$ cat config.mk
export PLATFORM = sky130hd
export DESIGN_NAME = insn_fetch
export DESIGN_NICKNAME = d
export VERILOG_FILES = /design/src/rtl/insn_fetch.sv
export SDC_FILE = /design/constraint.sdc
export NUM_CORES = 1
export LEC_CHECK = 0
export CAP_MARGIN = 10
export CELL_PAD_IN_SITES_DETAIL_PLACEMENT = 0
export CELL_PAD_IN_SITES_GLOBAL_PLACEMENT = 1
export CORE_UTILIZATION = 35
export CTS_BUF_LIST = sky130_fd_sc_hd__clkbuf_4 sky130_fd_sc_hd__clkbuf_8
export DETAILED_ROUTE_END_ITERATION = 10
export HOLD_SLACK_MARGIN = 0.08
export PLACE_DENSITY = 0.77
export SLEW_MARGIN = 30
export SYNTH_ARGS = -nofsm -noshare
export SYNTH_HDL_FRONTEND = slang
export SYNTH_SLANG_ARGS = --single-unit
$ cat constraint.sdc
create_clock -name clk -period 3.8 [get_ports clk]
set_input_delay 0.76 -clock clk [delete_from_list [all_inputs] [get_ports clk]]
set_output_delay 0.76 -clock clk [all_outputs]
set_load 0.05 [all_outputs]
$ cat src/rtl/insn_fetch.sv
// -----------------------------------------------------------------------------
// insn_fetch
//
// Instruction fetch unit. Issues in-order 16-bit reads to instruction memory,
// buffers the returned words in a small prefetch FIFO, and presents the head
// word with its byte address to the decode/execute stage. A redirect pulse
// flushes the FIFO, restarts fetch at the new target and discards every read
// that was already in flight.
//
// Parameters
//   DEPTH     prefetch FIFO entries; also the maximum number of reads in
//             flight (power of 2, >= 2)
//   RESET_IP  first fetch address after reset (bit 0 ignored)
//
// Ports
//   clk          in   clock, all state on the rising edge
//   rst_n        in   synchronous active-low reset
//   redirect     in   one-cycle pulse: restart fetch at redirect_ip
//   redirect_ip  in   16  new fetch address, bit 0 forced to 0
//   mem_req      out  read request valid this cycle
//   mem_addr     out  16  byte address of the request (always even)
//   mem_gnt      in   request accepted this cycle (meaningful only with mem_req)
//   mem_rvalid   in   read data valid; responses return in request order
//   mem_rdata    in   16  instruction word
//   insn         out  16  head instruction word
//   insn_ip      out  16  byte address of insn
//   insn_valid   out  head entry valid
//   insn_ready   in   consumer takes the head this cycle when insn_valid
//
// Optional feature (macro INSN_FETCH_BYPASS_EN)
//   When defined, a valid response arriving while the FIFO is empty is shown
//   on insn/insn_ip/insn_valid in the same cycle; if the consumer takes it,
//   it is never written to the FIFO.
//
// Handshakes: a transfer happens on a rising edge where both sides of a pair
// are high -- mem_req/mem_gnt for requests, insn_valid/insn_ready for
// instruction delivery. mem_req and insn_valid never depend on mem_gnt or
// insn_ready respectively; mem_rvalid is a one-way strobe with no back
// pressure, which is why reads are only issued against guaranteed FIFO space.
// -----------------------------------------------------------------------------
module insn_fetch #(
  parameter int          DEPTH    = 2,
  parameter logic [15:0] RESET_IP = 16'h0000
) (
  input  logic        clk,
  input  logic        rst_n,
  input  logic        redirect,
  input  logic [15:0] redirect_ip,
  output logic        mem_req,
  output logic [15:0] mem_addr,
  input  logic        mem_gnt,
  input  logic        mem_rvalid,
  input  logic [15:0] mem_rdata,
  output logic [15:0] insn,
  output logic [15:0] insn_ip,
  output logic        insn_valid,
  input  logic        insn_ready
);

  localparam int          AW       = $clog2(DEPTH);
  localparam int          CW       = $clog2(DEPTH + 1);
  localparam logic [CW:0] DEPTH_W  = (CW + 1)'(DEPTH);
  localparam logic [15:0] START_IP = RESET_IP & 16'hfffe;

  // Architectural state
  logic [15:0]   fetch_ip;     // address of the next request
  logic [15:0]   resp_ip;      // address owed to the next accepted response
  logic [CW-1:0] count;        // FIFO occupancy
  logic [CW-1:0] outstanding;  // granted reads not yet answered
  logic [CW-1:0] drop;         // stale responses still to be discarded
  logic [AW-1:0] rd_ptr;
  logic [AW-1:0] wr_ptr;
  logic [15:0]   fifo_insn [DEPTH];
  logic [15:0]   fifo_ip   [DEPTH];

  // Per-cycle events
  logic          grant;
  logic          resp;
  logic          resp_drop;
  logic          resp_keep;
  logic          head_valid;
  logic          push;
  logic          pop;
  logic [CW:0]   used;
  logic [CW-1:0] count_nxt;
  logic [CW-1:0] outstanding_nxt;
  logic [15:0]   target;

  assign target = redirect_ip & 16'hfffe;

  // Every granted read already owns a FIFO slot, so the sum of buffered and
  // in-flight words can never exceed DEPTH and no response is ever refused.
  // Stale in-flight reads still hold their slot until they come back.
  assign used    = {1'b0, count} + {1'b0, outstanding};
  assign mem_req = rst_n && (used < DEPTH_W) && !redirect;
  assign mem_addr = fetch_ip;

  assign grant = mem_req && mem_gnt;

  // A response with nothing outstanding is a protocol violation; it is
  // ignored so that it cannot corrupt the FIFO.
  assign resp      = mem_rvalid && (outstanding != '0);
  assign resp_drop = resp && (drop != '0);
  // A live response in a redirect cycle belongs to the old stream and dies
  // with the flush.
  assign resp_keep = resp && (drop == '0) && !redirect;

  assign head_valid = (count != '0);

  // The flush absorbs a pop that coincides with a redirect.
  assign pop = head_valid && insn_ready && !redirect;

  // Reads in flight after this edge become the discard budget on redirect.
  assign outstanding_nxt = outstanding + CW'(grant) - CW'(resp);

`ifdef INSN_FETCH_BYPASS_EN
  logic byp_hit;

  assign byp_hit = resp_keep && !head_valid;
  // A bypassed word taken by the consumer this cycle never enters the FIFO.
  assign push    = resp_keep && !(byp_hit && insn_ready);

  always_comb begin
    insn_valid = 1'b0;
    insn       = 16'h0000;
    insn_ip    = 16'h0000;
    if (head_valid) begin
      insn_valid = 1'b1;
      insn       = fifo_insn[rd_ptr];
      insn_ip    = fifo_ip[rd_ptr];
    end else if (byp_hit) begin
      insn_valid = 1'b1;
      insn       = mem_rdata;
      insn_ip    = resp_ip;
    end
  end
`else
  assign push = resp_keep;

  always_comb begin
    insn_valid = 1'b0;
    insn       = 16'h0000;
    insn_ip    = 16'h0000;
    if (head_valid) begin
      insn_valid = 1'b1;
      insn       = fifo_insn[rd_ptr];
      insn_ip    = fifo_ip[rd_ptr];
    end
  end
`endif

  always_comb begin
    count_nxt = count;
    if (push && !pop) begin
      count_nxt = count + CW'(1);
    end else if (pop && !push) begin
      count_nxt = count - CW'(1);
    end
  end

  // Control state. Reset abandons in-flight reads outright: the memory is
  // reset alongside, so no drop budget is carried across it.
  always_ff @(posedge clk) begin
    if (!rst_n) begin
      fetch_ip    <= START_IP;
      resp_ip     <= START_IP;
      count       <= '0;
      outstanding <= '0;
      drop        <= '0;
      rd_ptr      <= '0;
      wr_ptr      <= '0;
    end else begin
      outstanding <= outstanding_nxt;
      if (redirect) begin
        fetch_ip <= target;
        resp_ip  <= target;
        count    <= '0;
        rd_ptr   <= '0;
        wr_ptr   <= '0;
        // Recomputed on every redirect, so back-to-back redirects compose.
        drop     <= outstanding_nxt;
      end else begin
        if (grant) begin
          fetch_ip <= fetch_ip + 16'd2;
        end
        if (resp_drop) begin
          drop <= drop - CW'(1);
        end
        // resp_ip tracks every accepted word, bypassed or buffered.
        if (resp_keep) begin
          resp_ip <= resp_ip + 16'd2;
        end
        if (push) begin
          wr_ptr <= wr_ptr + AW'(1);
        end
        if (pop) begin
          rd_ptr <= rd_ptr + AW'(1);
        end
        count <= count_nxt;
      end
    end
  end

  // FIFO storage needs no reset: occupancy gates every read of it.
  always_ff @(posedge clk) begin
    if (push) begin
      fifo_insn[wr_ptr] <= mem_rdata;
      fifo_ip[wr_ptr]   <= resp_ip;
    end
  end

`ifndef SYNTHESIS
  a_rvalid_with_outstanding : assert property (
    @(posedge clk) disable iff (!rst_n) mem_rvalid |-> (outstanding != '0));

  a_no_overflow : assert property (
    @(posedge clk) disable iff (!rst_n) (push && !pop) |-> (count != DEPTH_W[CW-1:0]));

  a_addr_even : assert property (
    @(posedge clk) disable iff (!rst_n) mem_req |-> !mem_addr[0]);
`endif

endmodule

## Word level (Yosys, flattened, before mapping)

Memory sizes are Yosys's and may differ from the RTL's. A register that Yosys moved wholly into a read port is not among the register bits.
Cells that the tools add are included.

| storage, ports and cells | value |
|---|---|
| input port bits | 38 |
| bits in writable memories | 64 |
| register bits after elaboration | 40 |
| word-level logic and storage cells | 63 |
| memories kept | 2 |
| output and inout port bits | 50 |

Memory list:

| memory | words | bits a word | rd ports | clocked after Yosys merged registers in | wr ports | RTL line | text |
|---|---|---|---|---|---|---|---|
| fifo_insn | 2 | 16 | 1 | 1 | 1 | 73 | `logic [15:0] fifo_insn [DEPTH];` |
| fifo_ip | 2 | 16 | 1 | 1 | 1 | 74 | `logic [15:0] fifo_ip [DEPTH];` |

| operators by class | value |
|---|---|
| reductions and logical operators | 23 |
| muxes and demuxes | 17 |
| bitwise gates (word level) | 1 |
| add/sub/neg operators | 10 |
| magnitude comparators | 1 |

Operators with widths:

| cell | count |
|---|---|
| $mux W16 | 6 |
| $add A16 B2 Y16 const B | 2 |
| $reduce_bool A2 Y1 | 7 |
| $logic_and A1 B1 Y1 | 11 |
| $mux W2 | 4 |
| $mux W1 | 7 |
| $sub A2 B1 Y2 const B | 2 |
| $add A2 B2 Y3 | 1 |
| $logic_not A1 Y1 | 3 |
| $lt A3 B2 Y1 const B | 1 |
| $add A1 B1 Y1 const B | 2 |
| $add A2 B1 Y2 | 1 |
| $add A2 B1 Y2 const B | 1 |
| $logic_not A2 Y1 | 1 |
| $reduce_or A2 Y1 | 1 |
| $sub A2 B1 Y2 | 1 |
| $not A1 Y1 | 1 |

## Logic depth before layout (Yosys ltp)

Gate-level depths: netlist of the first run.

| depth | value |
|---|---|
| depth after elaboration | 8 |
| depth in mapped cells | 10 |
| gate-level depth less buffers | 10 |

## Worst setup path after synthesis of the first run

No wires, ideal clock.

| timing | value |
|---|---|
| kind | input port to flip-flop |
| start point | in mem_rvalid |
| end point | mem fifo_insn[0][0], enable pin |
| stages on the path | 3 |
| data required time | 3.342 ns |
| arrival | 3.331 ns |
| buffers on the path | 1 |
| path slack | 0.012 ns |
| setup time | 0.458 ns |
| path through | o211ai_1 clkbuf_1 nor3_1 |

| between the ends | value |
|---|---|
| cells in the longest elaborated chain, start to end | 5 |

RTL lines:

| element | RTL line | text |
|---|---|---|
| start, declared | 52 | `input logic mem_rvalid,` |
| $logic_and A1 B1 Y1 | 102 | `assign resp = mem_rvalid && (outstanding != '0);` |
| $logic_and A1 B1 Y1 (2 in a row) | 106 | `assign resp_keep = resp && (drop == '0) && !redirect;` |
| $mux W1 | 206 | `if (push) begin` |
| $mux W1 (not written as such) | 207 | `fifo_insn[wr_ptr] <= mem_rdata;` |
| end, declared | 73 |  |

Every way passes these cells.

## Worst setup path in the final report of the first run

| timing | value |
|---|---|
| start point | reg count[1] |
| end point | out insn[2] |

| between the ends | value |
|---|---|
| cells in the longest elaborated chain, start to end | 2 |

RTL lines:

| element | RTL line | text |
|---|---|---|
| start, declared | 68 | `logic [CW-1:0] count;` |
| start signal, assigned | 199 | `count <= count_nxt;` |
| $reduce_bool A2 Y1 | 108 | `assign head_valid = (count != '0);` |
| $mux W16 | 144 | `if (head_valid) begin` |
| end, declared | 54 | `output logic [15:0] insn,` |

Every way passes these cells.

==> out/qor.csv, run 1 <==
metric,value,unit
Clock Latency Late Sink,0.36,ns
Die W,114,um
clock net sink count,101,
# Max-Cap Violations,0,
share of cells above drive strength 1,0.0844,
"most common cell after layout, fill and taps aside",clkdlybuf4s50_1,
Nets,514,
placed cells,626,
maximum vdd drop,0.000156,V
drt first pass iters,4,
H-tree lvl count,3,
most frequent cells in the layout,"83 x clkdlybuf4s50_1, 62 x edfxtp_1, 40 x nor2_1, 38 x dfxtp_1, 32 x mux2i_1",
worst r2r src,count[0],
Setup TNS Final,0,ns
CP endpoint kind,output pin,
Starting Density,0.363,
initial DRC count,143,
first-pass GRT wire length,15.7,mm
ys async rst share,0,
Worst Setup Start Kind,register,
Rows,40,
Worst-path clk slew,0.10,ns
Pleak,1.84,nW
Mapped Cells,382,
worst-case reg-to-reg path depth,6,
synthesized area per cell,11.5,um2
Buffers & Inverters on Critical Path,2,
Crit path arrival time,2.42,ns
crit path cell chain,nor2_2 > buf_4 > nor2_1 > clkdlybuf4s50_1,
Top Family by Delay on Critical Path,buffers and inverters,
post-DR vias/cell,4.87,
n_diodes,0,
number of global-route vias before repair,3096,
CTS buffer count,9,
drt total wl,9.58,mm
Die H,114,um
Slew headroom,0.435,
initial antenna violation count,0,
Fin Hold WS,0.487,ns
fmax,0.314,GHz
Root Buffer,clkbuf_8,
final setup fails,0,
sequential element share of the synthesized area,0.599,
Total Power,2.51,mW
final hold vios,0,
Max clock buf depth,2,
Final Skew,0.0145,ns
library cells used by synthesis,43,
gr usage total,0.154,
unrepaired setup endpoints after global routing,false,
dominant synthesized flop cell,edfxtp_1,
WL/cell,14.9,um
dpl hpwl,6.61,mm
Pins Over Slew Limit,0,
GRT overflow,0,
Final period util,0.838,
r2r endpoint,mem_addr[6],
power density over cell area,443,nW/um2
cts hold-fix bufs,0,
hold endpoint,fifo_ip[1][15],
status,finished clean,
Final Critical Period,3.18,ns
post-route ant nets,0,
Placer Congestion,0.832,
CTS resizes,0,
drt drc,0,
Crit Path Class,register to output pin,
#FFs+latches synth,101,
reg2reg setup slack,1.03,ns
"EDFF count, synth",62,
CTS tree,yes,
number of buffers added on ports,84,
Worst Path Required,3.04,ns
"critical path fanouts, max",20,
Synth warnings,0,
CP max stage delay,0.69,ns
post-CTS setup buffer count,0,
hold_sp,resp_ip[15],
Ports,88,
slowest cell on the critical path,clkdlybuf4s50_1,
Hold Crit Depth,0,
core area,12200,um2
final cell count without fillers,642,
largest net degree at the start of global routing,46,
Die Area,13100,um2
total number of vias,3126,
Post-Syn Area,4410,um2
area grow syn2layout,28.5,%
Slew @ Worst Pin,0.846,ns
Hold WC Path Type,register to register,
state kept, by name (all words and copies together), names as in the netlist, named ones only:
signal / count
fifo_insn: 32
fifo_ip: 30
mem_addr: 15
resp_ip: 15
count: 2
drop: 2
outstanding: 2
rd_ptr: 1
wr_ptr: 1
power breakdown:
| part | internal [mW] | leakage, nW | switching, mW | total [mW] |
|---|---|---|---|---|
| Sequential | 1.25 | 0.887 | 0.0625 | 1.31 |
| Combinational | 0.214 | 0.857 | 0.340 | 0.554 |
| Clock | 0.259 | 0.0932 | 0.389 | 0.648 |
| Total | 1.72 | 1.84 | 0.792 | 2.51 |
cells in the mapped netlist (all sizes together), types with 2 or more instances:
cell type	count	area, um2
clkbuf	16	60.1
nand2	18	67.6
edfxtp	62	1860
and2	3	18.8
mux2i	32	320
xor2	11	96.3
o22ai	4	25.0
dfxtp	39	781
o21ai	19	95.1
nor2	41	154
xnor2	16	140
or4	4	33.8
ha	6	75.1
inv	13	48.8
o31ai	2	15.0
and3	3	18.8
or3	3	18.8
buf	4	22.5
nor4	10	62.6
a31oi	5	31.3
nor3	6	30.0
mux2	4	45.0
nand4	9	62.6
a21oi	25	125
nor3b	3	22.5
nand3	11	60.1
through the flow:
step	area [um2]	worst slack (ns)	util
2_1_floorplan	4410	0.0117	-
3_3_place_gp	5480	0.882	0.451
3_5_place_dp	5480	0.844	0.451
4_1_cts	5670	0.516	0.466
5_1_grt	5670	0.416	0.466
6_report	5670	0.617	0.466
worst register-to-register path: stages (launching register included):
cell	delay, ns
dfxtp_1	0.42
and2_1	0.16
fa_1	0.48
or3b_2	0.60
nor4_1	0.52
mux2_2	0.40
a21oi_1	0.13
how the worst max path moves through the flow:
| stage | slack (ns) | cells past startpoint | to | startpoint |
|---|---|---|---|---|
| floorplan | 0.01 | 3 | fifo_insn[0][0] | mem_rvalid |
| global placement | 0.88 | 9 | drop[1] | mem_gnt |
| detailed placement | 0.84 | 9 | drop[1] | mem_gnt |
| CTS | 0.52 | 4 | insn[2] | count[1] |
| global route | 0.42 | 4 | insn[1] | count[1] |
| finish | 0.62 | 4 | insn[2] | count[1] |
final cells by class:
type,count,area (um2)
well taps,168,210
repair buffers,95,933
multi-input cells,248,1640
flip-flops and latches,101,2640
inverters,14,52.6
fillers,1142,6490
clock buffers,10,131
clock inverters,6,53.8
kinds of logic after synthesis:
| kind of cell | Yosys count | synth area share |
|---|---|---|
| DFF | 101 | 0.599 |
| and+or+nand+nor | 115 | 0.133 |
| buffers and inverters | 34 | 0.0306 |
| muxes | 36 | 0.0828 |
| AOI/OAI and AO/OA | 61 | 0.0786 |
| other | 1 | 0.000850 |
| xor gates and xnor gates | 27 | 0.0536 |
| adders and majority gates | 7 | 0.0216 |
routing by layer:
metal,track usage,share of wire,up-vias
li1,-,-,1556
met4,0.0545,0.0030,0
met5,0,0,-
met2,0.228,0.44,115
met1,0.227,0.49,1453
met3,0.0254,0.061,2
Power figures use the tool's default switching activity.
==> run 2: changes to the inputs <==
--- a/config.mk
+++ b/config.mk
@@ -12,7 +12,7 @@
 export CTS_BUF_LIST = sky130_fd_sc_hd__clkbuf_4 sky130_fd_sc_hd__clkbuf_8
 export DETAILED_ROUTE_END_ITERATION = 10
 export HOLD_SLACK_MARGIN = 0.08
-export PLACE_DENSITY = 0.77
+export PLACE_DENSITY = 0.74
 export SLEW_MARGIN = 30
 export SYNTH_ARGS = -nofsm -noshare
 export SYNTH_HDL_FRONTEND = slang
==> constraint.sdc (replaced) <==
create_clock -name clk -period 3.1 [get_ports clk]
set_input_delay 0.62 -clock clk [delete_from_list [all_inputs] [get_ports clk]]
set_output_delay 0.62 -clock clk [all_outputs]
set_load 0.05 [all_outputs]
==> run 2 against run 1 <==
Wire length rose by 2.1%. Flip-flop and latch count is the same. First-iteration DRC count rose by 33%. Clock power up 25%. Combinational power increased by 23%. Clock skew decreased by 0.0054 ns. Hold slack improved by 0.011 ns. Non-clock buffer count increased by 2. Sequential share of layout area down 0.14 points. Cell count is 0.31% higher. Highest routed layer unchanged.
==> out/qor.csv, run 2 (same netlist as run 1, synthesis figures left out) <==
metric,value,unit
status,finished clean,
net load switching power,993,uW
Final period util,0.891,
Worst-path clk slew,0.10,ns
Worst Setup Start Kind,register,
Hold WC Path Type,register to register,
largest net degree at the start of global routing,33,
post-CTS setup buffer count,0,
Top reg by flops,fifo_insn,
CP max stage delay,0.83,ns
Crit path arrival time,2.14,ns
crit path cell chain,buf_4 > mux2i_1 > nor2_1 > clkdlybuf4s50_1,
CP endpoint kind,output pin,
maximum vdd drop,0.000248,V
Worst Path Required,2.48,ns
Slew @ Worst Pin,0.538,ns
Ports,88,
# Max-Cap Violations,0,
first-pass GRT wire length,15.9,mm
area grow syn2layout,28.9,%
clock share of power,0.261,
Starting Density,0.363,
Die W,114,um
Final Skew,0.00905,ns
Final Critical Period,2.76,ns
placed cells,628,
number of buffers added on ports,84,
initial DRC count,190,
Pleak,1.87,nW
gr usage total,0.158,
final setup fails,0,
post-route ant nets,0,
drt total wl,9.79,mm
Root Buffer,clkbuf_8,
Top Registers,"fifo_insn x32, fifo_ip x30",
Crit Path Class,register to output pin,
power density over cell area,544,nW/um2
Setup TNS Final,0,ns
GRT overflow,0,
H-tree lvl count,3,
max reg flops,32,
post-DR vias/cell,5.00,
Max clock buf depth,2,
Clock Latency Late Sink,0.36,ns
CTS tree,yes,
sequential share of power,0.520,
Fin Hold WS,0.497,ns
Net Sw Frac,0.321,
n_diodes,0,
final hold vios,0,
CTS buffer count,9,
drt drc,0,
cts hold-fix bufs,0,
initial antenna violation count,0,
Pint,2.10,mW
slowest cell on the critical path,clkdlybuf4s50_1,
Placer Congestion,0.830,
total number of vias,3219,
final cell count without fillers,644,
"most common cell after layout, fill and taps aside",clkdlybuf4s50_1,
Die Area,13100,um2
drt first pass iters,4,
number of global-route vias before repair,3198,
Nets,516,
Top Family by Delay on Critical Path,buffers and inverters,
CTS resizes,0,
combinational share of power,0.219,
Pins Over Slew Limit,0,
"critical path fanouts, max",25,
share of cells above drive strength 1,0.105,
Buffers & Inverters on Critical Path,2,
Rows,40,
most frequent cells in the layout,"74 x clkdlybuf4s50_1, 62 x edfxtp_1, 40 x nor2_1, 38 x dfxtp_1, 32 x mux2i_1",
fmax,0.362,GHz
core area,12200,um2
WL/cell,15.2,um
Slew headroom,0.638,
dpl hpwl,6.78,mm
Die H,114,um
unrepaired setup endpoints after global routing,false,
clock net sink count,101,
run 2: worst paths after layout:
check	slack [ns]	end	depth (start not counted)	startpoint
max	0.34	insn_ip[14]	4	register
min	0.50	fifo_ip[0][15]	0	resp_ip[15]
max reg2reg	0.35	mem_addr[6]	6	count[0]
min reg2reg	0.50	fifo_ip[0][15]	0	resp_ip[15]
run 2: layout make-up:
| type | instances | area, um2 |
|---|---|---|
| sequential | 101 | 2640 |
| tap | 168 | 210 |
| timing repair buffer | 97 | 938 |
| fill | 1128 | 6470 |
| clock buffer | 9 | 124 |
| clock inverter | 7 | 67.6 |
| multi-input combinational | 248 | 1650 |
| inverter | 14 | 52.6 |
run 2: routing by layer:
| layer | wire (um) | global-route usage | up-vias |
|---|---|---|---|
| li1 | - | - | 1565 |
| met1 | 4760 | 0.213 | 1530 |
| met2 | 4380 | 0.254 | 120 |
| met3 | 590 | 0.0371 | 4 |
| met4 | 55 | 0.0416 | 0 |
| met5 | 0 | 0 | - |
run 2: per-stage QoR:
stage               area [um2]   util  power, mW  setup slack (ns)
CTS                       5690  0.468       3.12             0.296
floorplan                 4420      -       2.07             0.330
global route              5690  0.468       3.25             0.168
global placement          5500  0.452       2.31             0.324
detailed placement        5500  0.452       2.32             0.274
finish                    5690  0.468       3.09             0.339
run 2: power by group through the flow:
stage                     registers, mW  logic [mW]  clock network (mW)
final                              1.61       0.679               0.807
after global routing               1.62       0.735               0.889
after CTS                          1.61       0.685               0.829
after detailed placement           1.64       0.681                   0
after global placement             1.63       0.675                   0
after floorplan                    1.67       0.397                   0
==> run 3: changes to the inputs <==
--- a/config.mk
+++ b/config.mk
@@ -8,11 +8,12 @@
 export CAP_MARGIN = 10
 export CELL_PAD_IN_SITES_DETAIL_PLACEMENT = 0
 export CELL_PAD_IN_SITES_GLOBAL_PLACEMENT = 1
-export CORE_UTILIZATION = 35
+export CORE_ASPECT_RATIO = 1.4
+export CORE_UTILIZATION = 42
 export CTS_BUF_LIST = sky130_fd_sc_hd__clkbuf_4 sky130_fd_sc_hd__clkbuf_8
 export DETAILED_ROUTE_END_ITERATION = 10
 export HOLD_SLACK_MARGIN = 0.08
-export PLACE_DENSITY = 0.74
+export PLACE_DENSITY = 0.86
 export SLEW_MARGIN = 30
 export SYNTH_ARGS = -nofsm -noshare
 export SYNTH_HDL_FRONTEND = slang
==> run 3 against run 2 <==
Via count down 1.6%. Clock power increased by 5.0%. Setup slack got worse by 0.17 ns. Global-route usage up 2.1 points. Critical path depth unchanged. Sequential power is essentially flat. Clock skew about the same. Critical path type unchanged. Largest cell class unchanged.
==> out/qor.csv, run 3 (same netlist as run 1, synthesis figures left out) <==
metric,value,unit
status,finished clean,
Nets,517,
Placer Congestion,0.865,
Worst Setup Start Kind,register,
fmax,0.341,GHz
maximum vdd drop,0.000239,V
initial DRC count,157,
Crit Path Class,register to output pin,
number of global-route vias before repair,3180,
WL/cell,15.3,um
final hold vios,0,
Setup TNS Final,0,ns
CTS tree,yes,
Die W,88.6,um
core area,10100,um2
number of buffers added on ports,84,
Final WS setup,0.166,ns
unrepaired setup endpoints after global routing,false,
crit path cell chain,buf_4 > mux2i_1 > nor2_1 > clkdlybuf4s50_1,
CTS resizes,0,
Final Critical Period,2.93,ns
Final Skew,0.00874,ns
Top reg by flops,fifo_insn,
Die H,123,um
Worst Path Required,2.48,ns
post-route ant nets,0,
Final period util,0.946,
GRT overflow,0,
post-route cell area,5680,um2
hold_sp,resp_ip[15],
drt first pass iters,4,
Ports,88,
Fillers,886,
total number of vias,3168,
drt drc,0,
power density over cell area,552,nW/um2
Fin Hold WS,0.505,ns
Max clock buf depth,2,
Slew @ Worst Pin,0.564,ns
gr usage total,0.178,
largest net degree at the start of global routing,33,
placed inst area,5480,um2
# Max-Cap Violations,0,
CTS buffer count,9,
post-DR vias/cell,5.18,
Pleak,1.86,nW
most frequent cells in the layout,"83 x clkdlybuf4s50_1, 62 x edfxtp_1, 40 x nor2_1, 38 x dfxtp_1, 32 x mux2i_1",
n_diodes,0,
initial antenna violation count,0,
CP endpoint kind,output pin,
Die Area,10900,um2
clock net sink count,101,
Slew headroom,0.621,
slowest cell on the critical path,clkdlybuf4s50_1,
Crit path arrival time,2.31,ns
Clock Latency Late Sink,0.37,ns
share of cells above drive strength 1,0.0881,
dpl hpwl,6.64,mm
H-tree lvl count,3,
final setup fails,0,
Hold WC Path Type,register to register,
Top Family by Delay on Critical Path,buffers and inverters,
"most common cell after layout, fill and taps aside",clkdlybuf4s50_1,
"critical path fanouts, max",17,
Root Buffer,clkbuf_8,
Pins Over Slew Limit,0,
Starting Density,0.438,
cts hold-fix bufs,0,
Rows,43,
area grow syn2layout,28.9,%
Worst-path clk slew,0.09,ns
first-pass GRT wire length,14.5,mm
Buffers & Inverters on Critical Path,2,
max reg flops,32,
post-CTS setup buffer count,0,
worst r2r src,count[0],
Setup WS pre-CTS,0.263,ns
drt total wl,9.35,mm
CP max stage delay,0.81,ns
Top Registers,"fifo_insn x32, fifo_ip x30",
-- run 3: metrics by stage --
| step | util | cells | total power [mW] |
|---|---|---|---|
| 3_3_place_gp | 0.545 | 596 | 2.30 |
| 4_1_cts | 0.565 | 612 | 3.17 |
| 2_1_floorplan | - | 383 | 2.07 |
| 3_5_place_dp | 0.545 | 596 | 2.32 |
| 6_report | 0.565 | 612 | 3.14 |
| 5_1_grt | 0.565 | 612 | 3.27 |
-- run 3: metal layers --
layer  track usage  vias up  part of all wire
met4        0.0665        0            0.0078
met1         0.188     1515              0.41
met2         0.327       80              0.53
li1              -     1567                 -
met5             0        -                 0
met3        0.0534        6             0.050
-- run 3: final timing paths --
kind / to / depth (start not counted) / slack, ns
hold / removal: fifo_ip[1][15] / 0 / 0.50
setup reg to reg: drop[1] / 10 / 0.31
setup / recovery: insn[1] / 4 / 0.17
hold reg to reg: fifo_ip[1][15] / 0 / 0.50
-- run 3: layout make-up --
type                    count  area [um2]  area share
clock buffers              10         131      0.0231
inverters                  14        52.6     0.00924
clock inverters             6        68.8      0.0121
multi-input cells         248        1650       0.290
well taps                 135         169      0.0297
repair buffers             98         968       0.170
flip-flops and latches    101        2640       0.465
-- run 3: worst reg2reg max path: stages, from the launching register on --
cell,delay [ns]
dfxtp_1,0.44
and2_1,0.17
fa_1,0.46
nor3b_1,0.36
nand3_2,0.22
ha_1,0.33
inv_1,0.04
ha_1,0.18
xor2_1,0.16
xnor2_1,0.22
o22ai_1,0.11
-- run 3: power breakdown --
group	total, mW	internal [mW]	switching [mW]
logic	0.683	0.264	0.419
clock network	0.847	0.392	0.456
registers	1.61	1.53	0.0771
